[src/rtl/wb_spi_bridge.sv]
// wb_spi_bridge: Wishbone classic slave bridging CTRL/DATA/STATUS words onto a strobed SPI command port.
//   clk, rst          : clock, synchronous active-high reset
//   wb_*_i / wb_*_o   : Wishbone slave (2-bit word address, 32-bit data, sel ignored)
//   spi_din/cmd/wr/rd : registered downstream payload and one-cycle strobes
//   spi_dout/spi_ack  : downstream read data (bit8 = no data) and ack one cycle after a strobe
module wb_spi_bridge #(
  parameter int MAX_RETRY = 16
) (
  input  logic        clk,
  input  logic        rst,
  input  logic        wb_cyc_i,
  input  logic        wb_stb_i,
  input  logic        wb_we_i,
  input  logic [1:0]  wb_adr_i,
  input  logic [31:0] wb_dat_i,
  input  logic [3:0]  wb_sel_i,
  output logic [31:0] wb_dat_o,
  output logic        wb_ack_o,
  output logic        wb_err_o,
  output logic [10:0] spi_din,
  output logic        spi_cmd,
  output logic        spi_wr,
  output logic        spi_rd,
  input  logic [8:0]  spi_dout,
  input  logic        spi_ack
);
  typedef enum logic [1:0] {IDLE, ISSUE, WAIT, RESP} state_t;
  localparam logic [7:0] MR = 8'(MAX_RETRY);
  state_t state, state_n;
  logic we, we_n, err_flag, err_flag_n, ack_n, err_n, cmd_n, wr_n, rd_n, clr, req, unused;
  logic [1:0] adr, adr_n;
  logic [10:0] din_n, shadow, shadow_n;
  logic [7:0] attempts, attempts_n, err_cnt, err_cnt_n;
  logic [31:0] dat_n, status;
  assign req = wb_cyc_i & wb_stb_i;
  assign status = {16'b0, err_cnt, 7'b0, err_flag};
  assign unused = ^{wb_sel_i, wb_dat_i[31:11]};
  always_comb begin
    state_n = state;
    we_n = we;
    adr_n = adr;
    din_n = spi_din;
    attempts_n = attempts;
    shadow_n = shadow;
    dat_n = wb_dat_o;
    ack_n = 1'b0;
    err_n = 1'b0;
    cmd_n = 1'b0;
    wr_n = 1'b0;
    rd_n = 1'b0;
    clr = 1'b0;
    case (state)
      IDLE: begin
        attempts_n = '0;
        if (req) begin
          we_n = wb_we_i;
          adr_n = wb_adr_i;
          din_n = wb_dat_i[10:0];
          cmd_n = wb_adr_i == 2'd0 && wb_we_i;
          wr_n = wb_adr_i == 2'd1 && wb_we_i;
          rd_n = wb_adr_i == 2'd1 && !wb_we_i;
          if (cmd_n | wr_n | rd_n) begin
            state_n = ISSUE;
            attempts_n = 8'd1;
          end else begin
            // CTRL read, STATUS and reserved are answered locally without a downstream strobe
            state_n = RESP;
            ack_n = wb_adr_i != 2'd3;
            err_n = wb_adr_i == 2'd3;
            clr = wb_we_i && wb_adr_i == 2'd2 && wb_dat_i[0];
            if (!wb_we_i) dat_n = wb_adr_i == 2'd0 ? {21'b0, shadow} : wb_adr_i == 2'd2 ? status : '0;
          end
        end
      end
      ISSUE: state_n = WAIT;
      WAIT: begin
        // only CTRL writes reach WAIT with adr 0; the shadow update stands even if the master aborts
        if (spi_ack && adr == 2'd0) shadow_n = spi_din;
        if (!wb_cyc_i) state_n = IDLE;
        else if (spi_ack) begin
          state_n = RESP;
          ack_n = 1'b1;
          if (!we) dat_n = {23'b0, spi_dout};
        end else if (we && adr == 2'd1 && attempts < MR) begin
          state_n = ISSUE;
          attempts_n = attempts + 8'd1;
          wr_n = 1'b1;
        end else begin
          state_n = RESP;
          err_n = 1'b1;
        end
      end
      default: state_n = IDLE;
    endcase
    err_flag_n = err_n | (err_flag & ~clr);
    err_cnt_n = err_n ? (clr ? 8'd1 : err_cnt + {7'b0, err_cnt != 8'hFF}) : clr ? '0 : err_cnt;
  end
  always_ff @(posedge clk) begin
    if (rst) begin
      state <= IDLE;
      we <= 1'b0;
      adr <= '0;
      spi_din <= '0;
      attempts <= '0;
      shadow <= '0;
      err_flag <= 1'b0;
      err_cnt <= '0;
      wb_dat_o <= '0;
      wb_ack_o <= 1'b0;
      wb_err_o <= 1'b0;
      spi_cmd <= 1'b0;
      spi_wr <= 1'b0;
      spi_rd <= 1'b0;
    end else begin
      state <= state_n;
      we <= we_n;
      adr <= adr_n;
      spi_din <= din_n;
      attempts <= attempts_n;
      shadow <= shadow_n;
      err_flag <= err_flag_n;
      err_cnt <= err_cnt_n;
      wb_dat_o <= dat_n;
      wb_ack_o <= ack_n;
      wb_err_o <= err_n;
      spi_cmd <= cmd_n;
      spi_wr <= wr_n;
      spi_rd <= rd_n;
    end
  end
endmodule

[config.mk]
export PLATFORM = sky130hd
export DESIGN_NAME = wb_spi_bridge
export DESIGN_NICKNAME = d
export VERILOG_FILES = /design/src/rtl/wb_spi_bridge.sv
export SDC_FILE = /design/constraint.sdc
export NUM_CORES = 1
export LEC_CHECK = 0
export ABC_CLOCK_PERIOD_IN_PS = 2500
export CORE_UTILIZATION = 47
export CTS_CLUSTER_DIAMETER = 200
export CTS_CLUSTER_SIZE = 40
export DETAILED_ROUTE_END_ITERATION = 8
export PLACE_DENSITY = 0.93
export SYNTH_ARGS = -nofsm -noshare
export SYNTH_HDL_FRONTEND = slang
export SYNTH_SLANG_ARGS = --single-unit
[constraint.sdc]
create_clock -name clk -period 2.5 [get_ports clk]
set_clock_uncertainty 0.1 [all_clocks]
set_input_delay 0.375 -clock clk [delete_from_list [all_inputs] [get_ports clk]]
set_output_delay 0.375 -clock clk [all_outputs]
set_load 0.01 [all_outputs]
Word level (Yosys, flattened, before mapping):

Cells that the tools add are included.

* register bits: 81
* input port bits: 53
* output and inout bits: 48
* word-level logic and storage cells: 103

* add/subtract/negate cells: 2
* order comparisons: 1
* equality and inequality tests: 16
* multiplexer cells: 43
* bitwise gates (word level): 8
* reductions and logical operators: 19

Operators by type and width (number)
* 32-bit two-way mux: 6
* 32-bit one-hot mux with 2 select lines: 1
* 8-bit two-way mux: 6
* 16-bit two-way mux: 2
* 1-bit two-way mux: 18
* 2-bit inequality test (second input constant): 9
* 8-bit one-hot mux with 2 select lines: 1
* 2-bit two-way mux: 5
* 8-bit by 1-bit adder with 8-bit output: 1
* 8-bit by 1-bit adder with 8-bit output (second input constant): 1
* 1-bit logical AND: 8
* 8-bit by 5-bit < comparator with 1-bit output (second input constant): 1
* 8-bit inequality test (second input constant): 1
* 7-bit AND reduction: 1
* 2-bit by 1-bit == test with 1-bit output (second input constant): 3
* 2-bit == test (second input constant): 3
* 2-bit zero test: 3
* 1-bit one-hot mux with 2 select lines: 3
* 2-bit one-hot mux with 3 select lines: 1
* 2-bit AND reduction: 2
* 4-bit AND reduction: 1
* 2-bit nonzero test: 2
* 1-bit NOT: 3
* 1-bit bitwise OR: 3
* 3 further kinds: 4

Logic depth before layout (Yosys ltp):

Gate-level depths: netlist of run 1.

* word-level depth: 10
* gate-level depth with buffers: 9
* mapped depth without buffers: 8

Worst setup path before layout of run 1:

No wires, ideal clock.

* kind: flip-flop to flip-flop
* start: reg err_cnt[2]
* end: reg err_cnt[4]
* setup time: 0.070 ns
* arrival time: 1.625 ns
* required time: 2.330 ns
* path slack: 0.705 ns
* stages on the path, launching flop included: 10
* path buffers: 1
* clock period less this slack: 1.795 ns
* cell sequence: dfxtp_1 clkbuf_1 and4_1 nand3_1 ha_1 ha_1 nand4b_1 a211o_1 o211ai_1 a21oi_1

* longest elaborated chain between the ends: 4

Ends and longest elaborated chain
* from (decl): RTL line 33 `logic [7:0] attempts, attempts_n, err_cnt, err_cnt_n;`
* from (signal assigned): RTL line 122 `err_cnt <= err_cnt_n;`
* 8-bit inequality test: RTL line 96 `err_cnt_n = err_n ? (clr ? 8'd1 : err_cnt + {7'b0, err_cnt != 8'hFF}) : clr ? '0 : err_cnt;`
* 8-bit by 1-bit adder with 8-bit output *: RTL line 96
* 8-bit two-way mux * (2 in a row): RTL line 96

Every way passes the cells marked *; elsewhere a longest branch is shown, timed or not.
A chain may end at the register's enable or synchronous reset.

Final worst setup path of run 1:

Same ends and word-level chain as after synthesis.

==> summary.txt, run 1 <==
Synthesis
  • Top_reg_cell synth: dfxtp_1
  • Syn_area_per_cell: 9.41 um^2
  • Flops & latches, synth: 65
  • Synth warnings: 0
  • Post-synth top area cell: dfxtp_1
  • Sequential area share after synthesis: 40.7%
  • Post-Syn Area: 0.00320 mm^2
  • Ys async rst share: 0%
  • Post-synth top area share: 40.7%
  • Netlist cell types: 64
  • Area contributors post-synth: dfxtp_1 (41%), mux2i_1 (5.9%), buf_4 (4.9%)
  • Synth Instances: 340
  • Number of synthesized flops with an enable pin: 0

Timing
  • Final worst path period need: 2.07 ns
  • Final max-slew violation count: 0
  • Peak Freq: 483 MHz
  • # setup viols final: 0
  • Period utilization: 82.8%
  • Relative slew margins: 62.1%
  • Unrepaired setup endpoints after global routing: no
  • Total Negative Setup Slacks: 0 ns
  • Worst-margin pin slew: 0.569 ns
  • Hold Vio Cnt, Final: 0

Layout
  • Syn-to-layout area delta: 23.7%
  • # nets final: 452
  • Area of the multi-input gates: 0.00166 mm^2
  • Cell Count, Final, Fillers Out: 478
  • Share of layout cells above drive strength 1: 14.7%
  • Final Core Density: 61.3%
  • Fill cells: 508
  • Reg area: 0.00130 mm^2
  • Ant diodes: 0

Setup path
  • Crit. End Element: flop
  • Slowest CP cell: dfxtp_1
  • Crit Path Class: flop to flop
  • Critical path peak fanout: 9
  • Buf/Inv on CP: 0
  • Family with the most delay on the worst path: flip-flops
  • Critical Path RT: 2.69 ns
  • Setup slack, reg-to-reg: 0.43 ns
  • Crit start category: flop
  • Arrival @ worst endpoint: 2.26 ns
  • Cell count along the critical path: 8
  • Crit-path max cell delay: 0.53 ns
  • CP endpoint: err_cnt[4]$_SDFFE_PP0P_
  • Cell mode on critical path: ha_1
  • Cell Chain, Critical Path: and4_1 -> nand3_1 -> ha_1 -> ha_1 -> nand4b_1 -> a211o_1 -> o211ai_1 -> a21oi_1
  • Crit. Startpoint: err_cnt[2]$_SDFFE_PP0P_
  • R2r worst-path depth: 8
  • Worst r2r dst: err_cnt[4]$_SDFFE_PP0P_
  • FF-to-FF Start: err_cnt[2]$_SDFFE_PP0P_

Job
  • # Max-Cap Violations: 0

Global route
  • First-pass GRT wire length: 12700 um
  • GRT Overall Usage: 22.7%
  • Largest net degree at the start of global routing: 19
  • Vias in the first global route: 2672
  • Grt total ovfl: 0
  • Antenna violations before repair: 0

Routing
  • Antenna-violating nets left: 0
  • Iter 0 DRT Violations: 249
  • DRT Pass-1 Iters: 6
  • Vias: 2777
  • Wirelength per Cell: 16.3 um
  • DRC Markers: 6
  • Final wirelength: 7790 um
  • Vias per cell: 5.81

Clock tree
  • H-tree levels: 3
  • Resize count post-CTS: 0
  • Hold_buf cts: 0
  • Root buffer cell: clkbuf_8
  • CTS tree: yes
  • Setup Fix Bufs, Post-CTS: 0
  • Sink Count: 65
  • Clk buf depth: 2
  • Latest clock arrival within the worst-skew pair: 0.36 ns
  • CTS clock-pin slew for the worst setup and hold paths: 0.08 ns
  • CTS Buf Count: 9

Pwr
  • Power Dens Cells: 588 mW/mm^2
  • Maximum vdd drop: 398 uV
  • P_leak: 1.38 nW

Place
  • Placer Congestion: 0.871
  • PortBufs: 59
  • DP HPWL: 5490 um
  • Placed insts: 462

Run status
  • Status: finished, violations left
  • Failing checks: DRC

Die
  • Die Y: 84.5 um
  • Top Ports: 101
  • Die area: 0.00714 mm^2
  • Initial Utilization: 49.6%
  • Row cnt: 29
  • Die Span X: 84.5 um
  • Core area: 0.00646 mm^2

Worst hold path
  • Hold Path Class: input port to flop
## layer usage
layer  up-vias  share of wire (%)  routed length (um)  track usage (%)
met5         -                  0                   0                0
met4         0                2.5                 197             12.3
met3        21                7.0                 542             6.69
met2       121                 50                3930             37.5
met1      1330                 40                3120             26.3
li1       1305                  -                   -                -
## metrics by stage
step	setup slack, ns	area (um^2)	hold slack (ns)	power [mW]
2_1_floorplan	0.705	3260	0.321	1.32
3_3_place_gp	0.204	3750	0.339	1.42
3_5_place_dp	0.119	3750	0.342	1.43
4_1_cts	0.456	3960	0.276	2.33
5_1_grt	0.324	3960	0.289	2.41
6_report	0.429	3960	0.295	2.33
## worst min-delay path by stage
stage / cells past startpoint / to / startpoint
2_1_floorplan: 1 / attempts[7]$_SDFFE_PP0P_ / attempts[7]$_SDFFE_PP0P_
3_5_place_dp: 1 / attempts[7]$_SDFFE_PP0P_ / attempts[7]$_SDFFE_PP0P_
5_1_grt: 2 / state[1]$_SDFFE_PP0N_ / rst
3_3_place_gp: 1 / attempts[7]$_SDFFE_PP0P_ / attempts[7]$_SDFFE_PP0P_
6_report: 2 / state[1]$_SDFFE_PP0N_ / rst
4_1_cts: 2 / state[1]$_SDFFE_PP0N_ / rst
## sequential cells by signal, summed over array words and instances, names as in the netlist
name / count
err_cnt: 8
err_flag: 1
spi_rd: 1
we: 1
state: 2
shadow: 11
adr: 2
wb_err_o: 1
spi_cmd: 1
wb_dat_o: 16
spi_din: 11
attempts: 8
wb_ack_o: 1
spi_wr: 1
## area by class of cell
cell class | instances | area share [%]
Inverter | 2 | 0.190
Tap cell | 77 | 2.43
Clock inverter | 6 | 1.71
Timing Repair Buffer | 70 | 17.5
Multi-Input combinational cell | 248 | 41.8
Sequential cell | 65 | 32.9
Clock buffer | 10 | 3.48
## worst register-to-register path: stages, from the launching register on
cell      delay [ns]
dfxtp_1         0.53
and4_1          0.31
nand3_1         0.09
ha_1            0.26
ha_1            0.25
nand4b_1        0.10
a211o_1         0.11
o211ai_1        0.10
a21oi_1         0.15
## synth_stat cells, types with 2 or more instances
master and number:
a211oi_2 9, inv_1 2, buf_2 5, a21oi_1 31, and2_1 5, a32oi_1 2
a211o_1 4, and3_1 4, nand3_1 11, a31oi_1 2, buf_6 6, buf_4 21
a21oi_2 7, o21ai_0 4, nor3_2 2, nand4b_1 3, nand2_1 40, nand2b_1 6
nor2_1 19, ha_1 3, clkbuf_1 6, mux2i_1 19, nand4_1 8, dfxtp_1 65
o21ai_1 5, a211oi_1 2, a22oi_1 7, nor3_1 5, or2_2 2
## where the power goes
part / internal (mW) / switching, mW
Clock: 0.488 / 0.433
Sequential: 1.06 / 0.0269
Combinational: 0.148 / 0.170
Total: 1.70 / 0.630
## cells by family after synthesis
kind of cell | after synthesis | share of synthesized area (%)
multiplexers | 19 | 5.94
AO/OA/AOI/OAI | 85 | 19.4
adder cells (fa/ha/maj) | 3 | 1.17
XOR/XNOR | 1 | 0.274
flip-flops | 65 | 40.7
buffers and inverters | 42 | 9.34
AND/OR/NAND/NOR | 124 | 23.1
other | 1 | 0.117
## layout by cell type (no fill, tap or decap), types with 2 or more instances in the layout
cell type	instances
clkinvlp_4	2
a211oi_2	9
nand4_1	8
nand4b_1	3
clkdlybuf4s50_1	58
a21oi_2	7
nor2_1	19
nor3_2	2
inv_1	2
nor3_1	5
nand3_1	11
a211oi_1	2
buf_12	2
conb_1	16
clkbuf_8	10
o21ai_1	5
a211o_1	4
mux2i_1	19
nand2b_1	6
and3_1	4
clkinv_4	2
nand2_1	40
and2_1	5
a32oi_1	2
buf_4	9
or2_2	2
a21oi_1	31
dfxtp_1	65
o21ai_0	4
a22oi_1	7
a31oi_1	2
ha_1	3
(Power assumes the default switching activity.)
==> inputs of run 2 (changes only) <==
ABC_CLOCK_PERIOD_IN_PS = 2000   (was 2500)
clock period = 2 ns   (was 2.5 ns; I/O delays follow)
==> summary.txt, run 2 (synthesized netlist as in run 1, its figures left out) <==
Run status
  • Status: finished, violations left
  • Failing checks: DRC

Global route
  • Largest net degree at the start of global routing: 33
  • Grt total ovfl: 0
  • GRT Overall Usage: 23.0%
  • Antenna violations before repair: 0
  • Most Crowded Layer GR: met2
  • Vias in the first global route: 2795
  • M2 GR Usage: 38.4%
  • Grt met1 use: 27.5%
  • Met3 usage: 7.47%
  • First-pass GRT wire length: 13000 um

Place
  • Worst slack, placed: -0.114 ns
  • Placed insts: 478
  • Placer Congestion: 0.873
  • DP HPWL: 5340 um
  • Post-DP Area: 0.00389 mm^2
  • PortBufs: 59

Layout
  • # nets final: 468
  • Most flops, register: wb_dat_o
  • Reg area: 0.00130 mm^2
  • Ant diodes: 0
  • Share of layout cells above drive strength 1: 18.5%
  • Final Core Density: 63.9%
  • Syn-to-layout area delta: 29.0%
  • Final instance area: 0.00413 mm^2
  • Area of the multi-input gates: 0.00167 mm^2
  • Most frequent cells in the layout: dfxtp_1 (65), clkdlybuf4s50_1 (58), nand2_1 (40), a21oi_1 (31), buf_4 (24)
  • Regs by FF count: wb_dat_o x16, shadow x11, spi_din x11
  • Fill cells: 482
  • Max FFs per register: 16
  • Commonest non-fill, non-tap cell in the layout: dfxtp_1
  • Cell Count, Final, Fillers Out: 494

Routing
  • Antenna-violating nets left: 0
  • Iter 0 DRT Violations: 194
  • DRT Pass-1 Iters: 7
  • Vias: 2808
  • DRC Markers: 9
  • Final wirelength: 7880 um
  • Vias per cell: 5.68
  • Wirelength per Cell: 15.9 um

Setup path
  • Arrival @ worst endpoint: 2.01 ns
  • Crit. End Element: flop
  • Family with the most delay on the worst path: simple AND/OR/NAND/NOR gates
  • Setup slack, reg-to-reg: 0.13 ns
  • Crit Path Class: flop to flop
  • Critical Path RT: 2.13 ns
  • Slowest CP cell: dfxtp_1
  • Crit-path max cell delay: 0.36 ns
  • Critical path peak fanout: 5
  • Cell Chain, Critical Path: and4_1 -> nand3_1 -> ha_4 -> ha_2 -> nand4b_1 -> a211o_1 -> o211ai_1 -> a21oi_1
  • Buf/Inv on CP: 0
  • FF-to-FF Start: err_cnt[4]$_SDFFE_PP0P_
  • Worst r2r dst: err_cnt[4]$_SDFFE_PP0P_
  • R2r worst-path depth: 8
  • Crit start category: flop

Timing
  • Hold Vio Cnt, Final: 0
  • WHS: 0.254 ns
  • Final max-slew violation count: 0
  • Final worst path period need: 1.87 ns
  • Peak Freq: 533 MHz
  • Total Negative Setup Slacks: 0 ns
  • Unrepaired setup endpoints after global routing: no
  • Period utilization: 93.7%
  • # setup viols final: 0
  • Setup WS post-layout: 0.125 ns

Worst hold path
  • Hold path depth: 3
  • Hold endpoint: wb_err_o$_SDFF_PP0_
  • Hold Path Class: input port to flop
  • Hold Startpoint: rst

Pwr
  • P_leak: 1.48 nW
  • Internal: 2.25 mW
  • Sw frac: 26.4%
  • Maximum vdd drop: 520 uV
  • Power Dens Cells: 741 mW/mm^2
  • Comb pwr share: 13.9%
  • Switching pwr: 810 uW
  • Clk pwr share: 41.6%
  • Total power: 3.06 mW
  • Sequential group share of total power: 44.5%

Clock tree
  • Hold_buf cts: 0
  • Setup Fix Bufs, Post-CTS: 0
  • CTS clock-pin slew for the worst setup and hold paths: 0.07 ns
  • CTS tree: yes
  • Sink Count: 65
  • Resize count post-CTS: 0
  • CTS Buf Count: 9
  • H-tree levels: 3
  • Root buffer cell: clkbuf_8
  • Clk buf depth: 2
  • Latest clock arrival within the worst-skew pair: 0.35 ns

Die
  • Die Y: 84.5 um
  • Core area: 0.00646 mm^2
  • Top Ports: 101
  • Initial Utilization: 49.6%
  • Row cnt: 29
  • Die area: 0.00714 mm^2
  • Die Span X: 84.5 um

Job
  • # Max-Cap Violations: 0
==> run 2: power groups by stage <==
stage          logic (mW)  registers (mW)  clock network [mW]
2_1_floorplan       0.260            1.39                   0
3_3_place_gp        0.409            1.39                   0
3_5_place_dp        0.419            1.39                   0
4_1_cts             0.422            1.36                1.28
5_1_grt             0.459            1.37                1.35
6_report            0.426            1.36                1.27
==> run 2: worst register-to-register path, cell delays in order (launching register included) <==
cell	delay, ns
dfxtp_1	0.36
and4_1	0.24
nand3_1	0.13
ha_4	0.17
ha_2	0.21
nand4b_1	0.10
a211o_1	0.24
o211ai_1	0.11
a21oi_1	0.09
==> run 2: worst max path at each step <==
stage          cells after the start                 endpoint                     from
2_1_floorplan                      9  err_cnt[4]$_SDFFE_PP0P_  err_cnt[2]$_SDFFE_PP0P_
4_1_cts                            8  err_cnt[4]$_SDFFE_PP0P_  err_cnt[4]$_SDFFE_PP0P_
3_3_place_gp                       6  err_cnt[4]$_SDFFE_PP0P_                 wb_cyc_i
6_report                           8  err_cnt[4]$_SDFFE_PP0P_  err_cnt[4]$_SDFFE_PP0P_
3_5_place_dp                       6  err_cnt[0]$_SDFFE_PP0P_                 wb_cyc_i
5_1_grt                            4  err_cnt[7]$_SDFFE_PP0P_    state[1]$_SDFFE_PP0N_
==> run 2: routing by layer <==
metal	wire, um	part of all wire (%)
met5	0	0
met4	247	3.1
met3	527	6.7
met2	3860	49
met1	3240	41
==> run 2: final cells by class <==
cell class | count | share of cell area, %
flip-flops and latches | 65 | 31.5
multi-input cells | 248 | 40.5
clock inverters | 7 | 2.48
well taps | 77 | 2.33
inverters | 2 | 0.182
clock buffers | 9 | 3.00
repair buffers | 86 | 20.0
